===== config.mk =====
export PLATFORM = sky130hd
export DESIGN_NAME = alu_cmd_sequencer
export DESIGN_NICKNAME = d
export VERILOG_FILES = /design/src/rtl/alu_cmd_sequencer.sv
export SDC_FILE = /design/constraint.sdc
export NUM_CORES = 1
export LEC_CHECK = 0
export ABC_AREA = 1
export BUFFER_PORTS_ARGS = -buffer_cell sky130_fd_sc_hd__buf_2
export CAP_MARGIN = 5
export CORE_UTILIZATION = 55
export DETAILED_ROUTE_END_ITERATION = 6
export MAX_ROUTING_LAYER = met4
export PLACE_DENSITY_LB_ADDON = 0.2
export SYNTH_ARGS = -nofsm -noshare
export SYNTH_HDL_FRONTEND = slang
export SYNTH_SLANG_ARGS = --single-unit

===== constraint.sdc =====
create_clock -name clk -period 2.8 [get_ports clk]
set_clock_uncertainty 0.1 [all_clocks]
set_input_delay 0.14 -clock clk [delete_from_list [all_inputs] [get_ports clk]]
set_output_delay 0.14 -clock clk [all_outputs]
set_load 0.005 [all_outputs]

===== src/rtl/alu_cmd_sequencer.sv =====
// Handshaked command front-end for the 8-bit combinational ALU: registers operands,
// waits one settle cycle, captures result/flags with a sequence tag into a small result FIFO.
module alu_cmd_sequencer #(
    parameter int DEPTH = 4
) (
    input  logic                     clk,
    input  logic                     reset,
    input  logic                     cmd_valid,
    output logic                     cmd_ready,
    input  logic [7:0]               cmd_a,
    input  logic [7:0]               cmd_b,
    input  logic [2:0]               cmd_sel,
    output logic [7:0]               A,
    output logic [7:0]               B,
    output logic [2:0]               ALU_Sel,
    input  logic [7:0]               ALU_Out,
    input  logic                     CarryOut,
    input  logic                     zeroFlag,
    output logic                     res_valid,
    input  logic                     res_ready,
    output logic [7:0]               res_data,
    output logic                     res_carry,
    output logic                     res_zero,
    output logic                     res_err,
    output logic [3:0]               res_tag,
    output logic                     busy,
    output logic [$clog2(DEPTH):0]   count
);

    localparam int PW = (DEPTH > 1) ? $clog2(DEPTH) : 1;
    localparam int CW = $clog2(DEPTH) + 1;
    localparam logic [CW-1:0] DEPTH_C = CW'(DEPTH);
    localparam logic [2:0]    SEL_ILLEGAL = 3'b110;

    typedef enum logic [1:0] {
        IDLE    = 2'd0,
        ISSUE   = 2'd1,
        CAPTURE = 2'd2
    } state_t;

    // FIFO word layout: {data[14:7], carry[6], zero[5], err[4], tag[3:0]}
    typedef logic [14:0] entry_t;

    state_t          state_q, state_d;
    logic [7:0]      a_q, a_d;
    logic [7:0]      b_q, b_d;
    logic [2:0]      sel_q, sel_d;
    logic [3:0]      tag_q, tag_d;
    logic [3:0]      flight_tag_q, flight_tag_d;
    logic [PW-1:0]   wr_ptr_q, wr_ptr_d;
    logic [PW-1:0]   rd_ptr_q, rd_ptr_d;
    logic [CW-1:0]   count_q, count_d;

    entry_t          mem_q [DEPTH];
    entry_t          push_word;
    entry_t          head_word;
    logic            push;
    logic            pop;
    logic            ready_c;

    // Next-state and issue control
    always_comb begin
        state_d      = state_q;
        a_d          = a_q;
        b_d          = b_q;
        sel_d        = sel_q;
        tag_d        = tag_q;
        flight_tag_d = flight_tag_q;
        push         = 1'b0;
        ready_c      = 1'b0;
        case (state_q)
            IDLE: begin
                ready_c = (count_q < DEPTH_C);
                if (cmd_valid && ready_c) begin
                    a_d          = cmd_a;
                    b_d          = cmd_b;
                    sel_d        = cmd_sel;
                    flight_tag_d = tag_q;
                    state_d      = ISSUE;
                end
            end
            ISSUE: begin
                state_d = CAPTURE;
            end
            CAPTURE: begin
                push    = 1'b1;
                tag_d   = tag_q + 4'd1;
                state_d = IDLE;
            end
            default: begin
                state_d = IDLE;
            end
        endcase
    end

    // Illegal selects are masked here so whatever the ALU drives for them never escapes.
    always_comb begin
        push_word = {ALU_Out, CarryOut, zeroFlag, 1'b0, flight_tag_q};
        if (sel_q == SEL_ILLEGAL) begin
            push_word = {8'h00, 1'b0, 1'b0, 1'b1, flight_tag_q};
        end
    end

    assign pop = (count_q != '0) && res_ready;

    // Full can never coincide with a push, since acceptance already required room.
    always_comb begin
        wr_ptr_d = wr_ptr_q;
        rd_ptr_d = rd_ptr_q;
        count_d  = count_q;
        if (push) begin
            wr_ptr_d = wr_ptr_q + PW'(1);
        end
        if (pop) begin
            rd_ptr_d = rd_ptr_q + PW'(1);
        end
        case ({push, pop})
            2'b10:   count_d = count_q + CW'(1);
            2'b01:   count_d = count_q - CW'(1);
            default: count_d = count_q;
        endcase
    end

    always_ff @(posedge clk) begin
        if (reset) begin
            state_q      <= IDLE;
            a_q          <= '0;
            b_q          <= '0;
            sel_q        <= '0;
            tag_q        <= '0;
            flight_tag_q <= '0;
            wr_ptr_q     <= '0;
            rd_ptr_q     <= '0;
            count_q      <= '0;
        end else begin
            state_q      <= state_d;
            a_q          <= a_d;
            b_q          <= b_d;
            sel_q        <= sel_d;
            tag_q        <= tag_d;
            flight_tag_q <= flight_tag_d;
            wr_ptr_q     <= wr_ptr_d;
            rd_ptr_q     <= rd_ptr_d;
            count_q      <= count_d;
        end
    end

    // Storage needs no reset: the pointers and count define which entries are live.
    always_ff @(posedge clk) begin
        if (push && !reset) begin
            mem_q[wr_ptr_q] <= push_word;
        end
    end

    assign head_word = mem_q[rd_ptr_q];

    assign cmd_ready = ready_c;
    assign A         = a_q;
    assign B         = b_q;
    assign ALU_Sel   = sel_q;
    assign res_valid = (count_q != '0);
    assign res_data  = head_word[14:7];
    assign res_carry = head_word[6];
    assign res_zero  = head_word[5];
    assign res_err   = head_word[4];
    assign res_tag   = head_word[3:0];
    assign busy      = (state_q != IDLE);
    assign count     = count_q;

endmodule


# Word level (Yosys, flattened, before mapping)
# Memories as Yosys holds them, arrays and structs flattened. A register that Yosys moved wholly into a read port is not among the register bits.
# Cells that the tools add are included.
[op_classes] magnitude_cmp=1 add_sub_neg=5 multipliers=0 shift=0 bitwise=0 n_div=0 n_reduce_logical=9 muxes=10 n_eq_ne=6
[ops] operator="$mux W15" count=1
[ops] operator="$mux W2" count=3
[ops] operator="$pmux W3 S2" count=1
[ops] operator="$add A2 B1 Y2 const B" count=2
[ops] operator="$add A4 B1 Y4 const B" count=1
[ops] operator="$eq A2 B1 Y1 const B" count=2
[ops] operator="$eq A2 B2 Y1 const B" count=2
[ops] operator="$mux W1" count=4
[ops] operator="$pmux W2 S2" count=1
[ops] operator="$reduce_bool A2 Y1" count=2
[ops] operator="$add A3 B1 Y3 const B" count=1
[ops] operator="$eq A3 B3 Y1 const B" count=1
[ops] operator="$logic_and A1 B1 Y1" count=3
[ops] operator="$lt A3 B3 Y1 const B" count=1
[ops] operator="$reduce_bool A3 Y1" count=1
[ops] operator="$sub A3 B1 Y3 const B" count=1
[ops] operator="$logic_not A2 Y1" count=1
[ops] operator="$ne A2 B2 Y1 const B" count=1
[ops] operator="$reduce_and A2 Y1" count=1
[ops] operator="$logic_not A1 Y1" count=1
[word_totals] mem_bits_ro=0 latchBits=0 output_inout_bits=40 register_bits=36 elab_cells=41 ramBits=60 n_memories=1
[memory_table] name="mem_q" depth=4 word_bits=15 read_ports=1 rd_ports_with_merged_regs=1 write_ports=1 line="54" source="entry_t mem_q [DEPTH];"

# Longest topological paths before layout
[logic_depth] depth_word=5 depth_mapped=13 ltp_nobuf=13

# Worst setup path before layout
# No wires, ideal clock.
[synth_path] path_type="reg2reg" startpoint="register state_q[1]" endpoint="memory mem_q[0][0] in the netlist's numbering (enable)" synth_period_minus_slack_ns=1.915 n_path_buf=0 required_time_ns=2.313 path_stages_with_launch=5 slack_ns=0.885 t_arrival_ns=1.428 cell_sequence="dfxtp_1 -> inv_1 -> nor2_1 -> nand2_1 -> nor2_1"
[synth_via] elab_chain_cells=5
[synth_lines] element="start, declared" line="44" source="state_t state_q, state_d;"
[synth_lines] element="start signal, assigned" line="136" source="state_q <= state_d;"
[synth_lines] element="$eq A2 B2 Y1" line="71" source="case (state_q)"
[synth_lines] element="$mux W1" line="71"
[synth_lines] element="$logic_and A1 B1 Y1" line="150" source="if (push && !reset) begin"
[synth_lines] element="$mux W1" line="150"
[synth_lines] element="$mux W1 (not written as such)" line="151" source="mem_q[wr_ptr_q] <= push_word;"
[synth_lines] element="end, declared" line="54"
# No other way between the ends.

==> results.sh <==
export IMPL_crit_type="reg -> out"
export IMPL_max_freq_mhz=507
export IMPL_floorplan_rows=30
export IMPL_crit_path_end_kind="output port"
export IMPL_initial_antenna_violation_count=0
export IMPL_synth_seq_area_share_pct=66.0
export IMPL_drt_drc_violations_left=0
export IMPL_cells_resized_by_post_cts_repair=0
export IMPL_grt_pass1_wl_mm=12.7
export IMPL_critical_path_arrival_ns=1.73
export IMPL_source_of_the_worst_hold_timing_path="ALU_Out[4]"
export IMPL_status="complete, no violations"
export IMPL_drtAntennaViolNets=0
export IMPL_grtUsageTotal_pct=23.1
export IMPL_io_buffer_count=72
export IMPL_place_area_um2=4340
export IMPL_grt_setup_unrepaired="no"
export IMPL_synth_seq_cells=98
export IMPL_die_height_um=86.0
export IMPL_hold_path_cell_count=3
export IMPL_synth_top_cells_by_area="edfxtp_1 (46%), dfxtp_1 (20%), nor2_1 (8.5%), o21ai_0 (4.9%), nor2_2 (3.2%)"
export IMPL_die_boundary_width_um=86.0
export IMPL_path_max_fanout=16
export IMPL_slew_limit_headroom_pct=68.4
export IMPL_grt_pass1_vias=2825
export IMPL_synth_avg_cell_area_um2=10.5
export IMPL_syn_nets=409
export IMPL_reg2reg_from="count[2]"
export IMPL_finalWeightedCongestion=0.737
export IMPL_tightest_pin_transition_ns=0.473
export IMPL_timing_final_crit_share_pct=70.5
export IMPL_mappedNetlistArea_um2=3880
export IMPL_drtIter0Drc=114
export IMPL_worstHoldEndpoint="mem_q[3][11]"
export IMPL_r2r_cells=13
export IMPL_cts_hold_buffers=21
export IMPL_ioPinCount=73
export IMPL_clk_latency_ns=0.35
export IMPL_cts_reportedPaths_clkPinSlew_ns=0.09
export IMPL_ctsRootBufferMaster="clkbuf_8"
export IMPL_total_leakage_power_nw=1.94
export IMPL_layout_commonest_cell="nor2_1"
export IMPL_multi_input_comb_area_um2=1100
export IMPL_slowest_delay_ns=0.37
export IMPL_cap_violations=0
export IMPL_final_instance_count_excl_fill=567
export IMPL_post_synth_top_area_fraction_pct=46.4
export IMPL_finish_instance_area_um2=4720
export IMPL_setup_worst_path_start_class="flip-flop"
export IMPL_detail_route_vias_per_cell=4.95
export IMPL_synth_largest_area_cell="edfxtp_1"
export IMPL_dr_pass1_iters=4
export IMPL_vdd_drop_max_mv=0.349
export IMPL_area_sequential_um2=2560
export IMPL_route_final_wire_length_mm=7.58
export IMPL_timing_final_hold_violations=0
export IMPL_power_per_cell_area_nw_per_um2=691
export IMPL_filler_instances=518
export IMPL_post_place_cells=530
export IMPL_hold_class="in -> reg"
export IMPL_cts_htree_levels=3
export IMPL_clk_path_buf_depth=2
export IMPL_setup_tns_ns=0
export IMPL_synthesis_yosys_warnings=0
export IMPL_r2r_end="count[2]"
export IMPL_cp_cell_sequence="buf_4, inv_1, o21ai_0, o22ai_1, buf_2"
export IMPL_n_antenna_cell=0
export IMPL_clock_sink_count=98
export IMPL_min_period_ns=1.97
export IMPL_grt_max_degree=34
export IMPL_initial_core_util_pct=57.1
export IMPL_die_area_um2=7400
export IMPL_layout_common_cells="nor2_1 (88), buf_2 (72), edfxtp_1 (60), dfxtp_1 (38), o21ai_0 (38)"
export IMPL_slew_violations=0
export IMPL_globalRoute_totalOverflow=0
export IMPL_syn2layout_area_growth_pct=21.6
export IMPL_post_drt_wl_per_cell_um=13.4
export IMPL_r2r_setup_slack_ns=0.88
export IMPL_routed_via_count=2804
export IMPL_setup_violations=0
export IMPL_cts_buffers_inserted=9
export IMPL_cts_post_setup_buffers_inserted=0
export IMPL_number_of_instances_in_the_synthesized_netlist=369
export IMPL_place_detailed_hpwl_mm=4.51
export IMPL_layout_drive_gt1_share_pct=25.3
export IMPL_worst_endpoint_required_ns=2.56
export IMPL_netlist_cell_type_count=22
export IMPL_clock_tree_from_tritoncts="yes"
export IMPL_num_nets_final=506
export IMPL_worst_path_max_delay_cell="inv_1"
export IMPL_core_area_um2=6790
[how the worst max path moves through the flow]
stage / slack (ns) / to / depth (start not counted)
6_report: 0.83 / res_data[5] / 5
5_1_grt: 0.68 / count[2] / 13
4_1_cts: 0.81 / res_data[5] / 5
3_5_place_dp: 0.92 / count[2] / 13
3_3_place_gp: 1.02 / count[2] / 13
2_1_floorplan: 0.89 / mem_q[0][0] / 4
[state kept, by name (all words and copies together) (netlist names), named ones only]
name	cells
wr_ptr_q	2
mem_q	60
A	8
ALU_Sel	3
rd_ptr_q	2
tag_q	4
count	3
flight_tag_q	4
state_q	2
B	8
[metrics by stage]
stage | utilization [%] | power, mW | setup slack (ns) | hold WS [ns]
floorplan | - | 2.19 | 0.885 | 0.112
global placement | 63.8 | 2.43 | 1.02 | 0.264
detailed placement | 63.8 | 2.46 | 0.922 | 0.266
CTS | 69.5 | 3.29 | 0.812 | 0.0277
global route | 69.5 | 3.45 | 0.677 | 0.0436
finish | 69.5 | 3.26 | 0.826 | 0.0472
[synthesized netlist by cell type (all sizes together)]
| cell type | count |
|---|---|
| inv | 33 |
| nor3 | 1 |
| fa | 1 |
| clkbuf | 9 |
| ha | 6 |
| dfxtp | 38 |
| o22ai | 15 |
| nand2 | 21 |
| o21ai | 58 |
| a21oi | 6 |
| edfxtp | 60 |
| buf | 7 |
| nand3 | 5 |
| nor2 | 109 |
[cell families (layout without fill, tap and decap cells)]
family	count (synthesis)	after routing	synth area share [%]
AOI/OAI and AO/OA	79	79	10.7
adders and majority gates	7	7	2.45
and+or+nand+nor	136	136	15.1
DFF	98	98	66.0
buffers and inverters	49	151	5.77
[power by group]
group	internal (mW)	total, mW	switching (mW)	leakage [nW]
combinational	0.302	0.757	0.455	1.00
clock	0.348	0.811	0.463	0.0826
sequential	1.63	1.69	0.0637	0.855
total	2.28	3.26	0.982	1.94
[per-layer routing]
metal,global-route usage [%],vias to the layer above,part of all wire (%)
li1,-,1426,-
met1,26.2,1301,44
met2,40.9,70,51
met3,4.72,7,4.2
met4,7.27,0,1.1
met5,-,-,0
[final cells by class]
cell class                      instances  area share (%)
Sequential cell                        98            54.3
Multi-Input combinational cell        222            23.2
Timing Repair Buffer                  102            13.5
Clock buffer                           12            3.08
Inverter                               33            2.73
Tap cell                               96            2.55
Clock inverter                          4           0.610
[critical path, delay by kind of cell (launching register included)]
kind	cells	cell delay, ns
flip-flops	1	0.30
buffers and inverters	3	0.70
AO/OA/AOI/OAI	2	0.37
(Power assumes the default switching activity.)
